--- src/rtl/rej_uniform_sampler_ctrl.sv ---
// Kyber matrix-A rejection sampler: pairs squeeze bytes into LE 16-bit candidates, keeps those < 19q, writes them mod q.
// Latency: start -> squeeze_req next cycle; 3 cycles per byte pair (LOW, HIGH, EVAL) plus one REQ cycle per rate block.
// Backpressure: byte_ready only in LOW/HIGH; byte_valid low stalls indefinitely with the partial pair held.
module rej_uniform_sampler_ctrl #(
    parameter int KYBER_N          = 256,
    parameter int KYBER_Q          = 3329,
    parameter int COMPARE_CONSTANT = 63251,
    parameter int RATE_BYTES       = 168,
    parameter int ADDR_W           = 8,
    parameter int COEFF_W          = 12
) (
    input  logic               clk,
    input  logic               rst,
    input  logic               start,
    output logic               busy,
    output logic               done,
    output logic               squeeze_req,
    input  logic               byte_valid,
    input  logic [7:0]         byte_data,
    output logic               byte_ready,
    output logic               coeff_we,
    output logic [ADDR_W-1:0]  coeff_addr,
    output logic [COEFF_W-1:0] coeff_data
);

    // Byte counter must reach RATE_BYTES; coefficient counter must reach KYBER_N.
    localparam int BCNT_W = $clog2(RATE_BYTES + 1);
    localparam int CCNT_W = $clog2(KYBER_N + 1);
    // One spare bit above the 16-bit candidate keeps every subtraction and compare unsigned-safe.
    localparam int VAL_W  = 17;

    localparam logic [VAL_W-1:0]  CMP_K  = VAL_W'(COMPARE_CONSTANT);
    localparam logic [VAL_W-1:0]  Q1_K   = VAL_W'(KYBER_Q);
    localparam logic [VAL_W-1:0]  Q2_K   = VAL_W'(2 * KYBER_Q);
    localparam logic [VAL_W-1:0]  Q4_K   = VAL_W'(4 * KYBER_Q);
    localparam logic [VAL_W-1:0]  Q8_K   = VAL_W'(8 * KYBER_Q);
    localparam logic [VAL_W-1:0]  Q16_K  = VAL_W'(16 * KYBER_Q);
    localparam logic [BCNT_W-1:0] RATE_K = BCNT_W'(RATE_BYTES);
    localparam logic [CCNT_W-1:0] N_K    = CCNT_W'(KYBER_N);

    typedef enum logic [2:0] {
        S_IDLE,
        S_REQ,
        S_LOW,
        S_HIGH,
        S_EVAL,
        S_DONE
    } state_t;

    state_t             state_q, state_d;
    logic [7:0]         low_q, low_d;
    logic [7:0]         high_q, high_d;
    logic [BCNT_W-1:0]  byte_cnt_q, byte_cnt_d;
    logic [CCNT_W-1:0]  coeff_cnt_q, coeff_cnt_d;

    logic [VAL_W-1:0]   cand;
    logic [VAL_W-1:0]   rem16, rem8, rem4, rem2;
    logic               accept;
    logic [COEFF_W-1:0] coeff_red;

    // State and datapath registers; reset aborts any run with no further writes.
    always_ff @(posedge clk or posedge rst) begin
        if (rst) begin
            state_q     <= S_IDLE;
            low_q       <= '0;
            high_q      <= '0;
            byte_cnt_q  <= '0;
            coeff_cnt_q <= '0;
        end else begin
            state_q     <= state_d;
            low_q       <= low_d;
            high_q      <= high_d;
            byte_cnt_q  <= byte_cnt_d;
            coeff_cnt_q <= coeff_cnt_d;
        end
    end

    // Candidate compare and exact mod-q by conditional subtraction of 16q, 8q, 4q, 2q, q.
    // An input below 19q leaves < 16q after the first step, then each step halves the bound down to < q.
    always_comb begin
        cand      = {1'b0, high_q, low_q};
        accept    = (cand < CMP_K);
        rem16     = (cand  >= Q16_K) ? (cand  - Q16_K) : cand;
        rem8      = (rem16 >= Q8_K)  ? (rem16 - Q8_K)  : rem16;
        rem4      = (rem8  >= Q4_K)  ? (rem8  - Q4_K)  : rem8;
        rem2      = (rem4  >= Q2_K)  ? (rem4  - Q2_K)  : rem4;
        coeff_red = (rem2  >= Q1_K)  ? COEFF_W'(rem2 - Q1_K) : COEFF_W'(rem2);
    end

    // Next-state and Moore-style outputs; RAM address/data are driven only while writing.
    always_comb begin
        state_d     = state_q;
        low_d       = low_q;
        high_d      = high_q;
        byte_cnt_d  = byte_cnt_q;
        coeff_cnt_d = coeff_cnt_q;
        busy        = 1'b0;
        done        = 1'b0;
        squeeze_req = 1'b0;
        byte_ready  = 1'b0;
        coeff_we    = 1'b0;
        coeff_addr  = '0;
        coeff_data  = '0;

        case (state_q)
            S_IDLE: begin
                byte_cnt_d  = '0;
                coeff_cnt_d = '0;
                if (start) begin
                    state_d = S_REQ;
                end
            end

            S_REQ: begin
                busy        = 1'b1;
                squeeze_req = 1'b1;
                byte_cnt_d  = '0;
                state_d     = S_LOW;
            end

            S_LOW: begin
                busy       = 1'b1;
                byte_ready = 1'b1;
                if (byte_valid) begin
                    low_d      = byte_data;
                    byte_cnt_d = byte_cnt_q + BCNT_W'(1);
                    state_d    = S_HIGH;
                end
            end

            S_HIGH: begin
                busy       = 1'b1;
                byte_ready = 1'b1;
                if (byte_valid) begin
                    high_d     = byte_data;
                    byte_cnt_d = byte_cnt_q + BCNT_W'(1);
                    state_d    = S_EVAL;
                end
            end

            S_EVAL: begin
                busy = 1'b1;
                if (accept) begin
                    coeff_we    = 1'b1;
                    coeff_addr  = coeff_cnt_q[ADDR_W-1:0];
                    coeff_data  = coeff_red;
                    coeff_cnt_d = coeff_cnt_q + CCNT_W'(1);
                end
                // Completion beats block exhaustion: a finished polynomial never requests more bytes.
                // RATE_BYTES is even, so the block can only run out here, never between LOW and HIGH.
                if (coeff_cnt_d == N_K) begin
                    state_d = S_DONE;
                end else if (byte_cnt_q == RATE_K) begin
                    state_d = S_REQ;
                end else begin
                    state_d = S_LOW;
                end
            end

            S_DONE: begin
                done    = 1'b1;
                state_d = S_IDLE;
            end

            default: begin
                state_d = S_IDLE;
            end
        endcase
    end

endmodule

--- config.mk ---
export PLATFORM = sky130hd
export DESIGN_NAME = rej_uniform_sampler_ctrl
export DESIGN_NICKNAME = d
export VERILOG_FILES = /design/src/rtl/rej_uniform_sampler_ctrl.sv
export SDC_FILE = /design/constraint.sdc
export NUM_CORES = 1
export LEC_CHECK = 0
export CAP_MARGIN = 20
export CORE_AREA = 2 2 103 105
export DETAILED_ROUTE_END_ITERATION = 12
export DIE_AREA = 0 0 105 107
export DONT_BUFFER_PORTS = 1
export PLACE_DENSITY = 0.72
export SETUP_SLACK_MARGIN = 0.5
export SKIP_CTS_REPAIR_TIMING = 1
export SLEW_MARGIN = 20
export SYNTH_ARGS = -nofsm -noshare
export SYNTH_HDL_FRONTEND = slang
export SYNTH_SLANG_ARGS = --single-unit
--- constraint.sdc ---
create_clock -name clk -period 7.3 [get_ports clk]
set_input_delay 1.095 -clock clk [delete_from_list [all_inputs] [get_ports clk]]
set_output_delay 1.095 -clock clk [all_outputs]
set_load 0.01 [all_outputs]
==> results_dict.tcl <==
set metrics [dict create \
    status "finished with violations" \
    failed_checks "negative setup slack" \
    synth_edf_count 0 \
    synthTopCellsByCount "77 x nand2_1, 57 x o21ai_0, 53 x nor2_1, 36 x dfrtp_1, 34 x a21oi_1" \
    syn2layout_area_growth_pct 25.8 \
    insertion_delay_ns 0.29 \
    clock-sinks 36 \
    vias 6259 \
    grt_pass1_vias 5875 \
    finClkSkew_ns 0.00526 \
    dpl.cell_count 930 \
    post_drt_via_cell_ratio 6.59 \
    r2r-start "low_q[0]$_DFFE_PP0P_" \
    startpoint "low_q[5]$_DFFE_PP0P_" \
    coreArea_um2 10100 \
    crit_required_ns 6.20 \
    min_from "coeff_cnt_q[7]$_DFFE_PP0P_" \
    drive_above_1_share_pct 29.9 \
    start_util_pct 53.8 \
    rrSetupSlack_ns 3.88 \
    wire_per_inst_um 19.0 \
    cts.clk_slew.worst_paths_ns 0.07 \
    multi_input_area_um2 4610 \
    r2r_cells 15 \
    ys_warn_count 0 \
    finalWirelength_um 18000 \
    timing.hold.worst_path_depth 1 \
    ys_types 102 \
    dpl.hpwl_um 13800 \
    clock_path_buffers 2 \
    rsz0062_at_grt "yes" \
    fin_nets 836 \
    synth-seq-cells 36 \
    antenna_found_initial 0 \
    cts_made_buffers 5 \
    worstMarginPinSlew_ns 0.928 \
    io_buffers 0 \
    drtIter0Drc 533 \
    synth.most_common_cell "nand2_1" \
    gr-total-overflow 0 \
    synth_nets 743 \
    startpoint_type "register" \
    synth_largest_area_cell "dfrtp_1" \
    cp-end-kind "primary output" \
    drt_first_pass_iters 5 \
    max_clock_freq_mhz 133 \
    fp-row-count 37 \
    setup_slack_ns -0.203 \
    dieWidth_um 105 \
    min_period_ns 7.50 \
    synthCells 720 \
    worstPathArrival_ns 6.41 \
    cts_max_level 2 \
    rr_endpoint "state_q[0]$_DFFE_PP0P_" \
    finalSetupViolations 12 \
    ant_nets 0 \
    route.detailed.drc 0 \
    dieArea_um2 11200 \
    fin_cells 950 \
    yosys-top-cells-area "dfrtp_1 17%, nand2_1 5.3%, o21ai_0 5.3%" \
    worst_slew_margin_rel_pct 37.9 \
    hold_viol 0 \
    ys.flop_type "dfrtp_1" \
    die_h_um 107 \
    synth_top_area_share_pct 16.6 \
    max_cap_violations 0 \
    num_io_pins 37 \
    syn_area_um2 5430 \
    hold_end "coeff_cnt_q[7]$_DFFE_PP0P_" \
    grt_first_pass_wirelength_um 28500 \
    ys_async_sr_fraction_pct 100 \
    yosysSeqAreaShare_pct 16.6 \
    maxSlewViolCount 0 \
    gp_congestion 0.922 \
    n_fill_cell 904 \
    area.sequential_um2 906 \
    antenna_cells 0 \
    cts_tree "done" \
    finalCritPeriodShare_pct 103 \
    avgSynthCellArea_um2 7.54 \
    cts-root-buf "clkbuf_8" \
    worstHoldPathType "register to register" \
    critPathMaxFanout 6 \
    grt_usage_pct 30.6 \
    grt_start_max_net_pins 37 \
    worstSetupPathType "register to primary output" \
]
==> cells by family after synthesis <==
family	after synthesis	share of synthesized area [%]
DFF	36	16.6
adders and majority gates	11	2.54
AOI/OAI and AO/OA	253	35.2
and+or+nand+nor	290	28.2
muxes	29	5.70
buffers and inverters	62	5.42
xor gates and xnor gates	39	6.43
==> worst max-delay path: stages, from the launching register on <==
cell and delay (ns):
dfrtp_2 0.46, or4_4 0.61, o31ai_4 0.37, buf_4 0.21, buf_4 0.11, a21boi_0 0.09
o211ai_1 0.36, a311o_1 0.27, or3b_1 0.38, and3_1 0.22, nor2_4 0.14, xnor2_2 0.13
ha_2 0.22, nand2_1 0.06, a2111o_1 0.45, a221oi_2 0.29, a32o_2 0.23, o21a_1 0.14
a21oi_2 0.05, a211oi_2 0.36, o41ai_4 0.16, buf_6 0.17, a221oi_2 0.28, mux2i_1 0.22
buf_4 0.14
==> registers in the layout (all words and copies together), names as in the netlist <==
register     flops
byte_cnt_q       8
coeff_cnt_q      9
high_q           8
low_q            8
state_q          3
==> worst max path at each step <==
| stage | to | slack (ns) |
|---|---|---|
| floorplan | coeff_data[9] | -0.07 |
| global route | coeff_data[2] | -0.44 |
| CTS | coeff_data[5] | -0.31 |
| detailed placement | coeff_data[5] | 0.02 |
| global placement | coeff_data[5] | 0.1 |
| finish | coeff_data[10] | -0.20 |
==> routing by layer <==
layer  vias up  global-route usage [%]  routed length (µm)
li1       2933                       -                   -
met2       283                    52.6                8760
met5         -                       0                   0
met4         0                    12.8                 646
met3        63                    4.07                1090
met1      2980                    38.8                7520
==> layout by cell type, fill, tap and decap left out, drive strengths merged, types with 7 or more instances in the layout <==
cell type / netlist / final
dfrtp: 36 / 36
nand4: 11 / 11
a22o: 9 / 9
o211ai: 18 / 18
a31oi: 10 / 10
buf: 22 / 126
or2: 9 / 9
o21ai: 68 / 68
nor3: 18 / 18
nand2: 79 / 79
mux2i: 17 / 17
and3: 19 / 19
inv: 19 / 19
nand3: 34 / 34
ha: 11 / 11
or3: 9 / 9
xnor2: 27 / 27
clkbuf: 18 / 7
and2: 16 / 16
o31ai: 11 / 11
nor4: 10 / 10
a21o: 9 / 9
xor2: 12 / 12
mux2: 12 / 12
a211oi: 10 / 10
a21oi: 37 / 37
nor2: 55 / 55
==> per-stage QoR <==
step                area, µm²  worst slack, ns  setup TNS [ns]  hold WS (ns)  util [%]
global placement         6380           0.0966               0         0.510      63.3
global route             6830           -0.437           -4.21         0.575      67.6
floorplan                5580          -0.0650          -0.233         0.496         -
detailed placement       6380           0.0222               0         0.537      63.3
finish                   6830           -0.203           -1.33         0.552      67.6
CTS                      6480           -0.310           -2.97         0.551      64.2
==> final cells by class <==
class                      instances  share of cell area (%)
sequential                        36                    13.3
clock inverter                     1                   0.110
inverter                          22                    1.21
tap                              136                    2.49
clock buffer                       7                    1.26
timing repair buffer             126                    14.2
multi-input combinational        622                    67.5
Power is not shown: default switching activity piles up to over one toggle a cycle in this logic, so the estimate is an artifact.
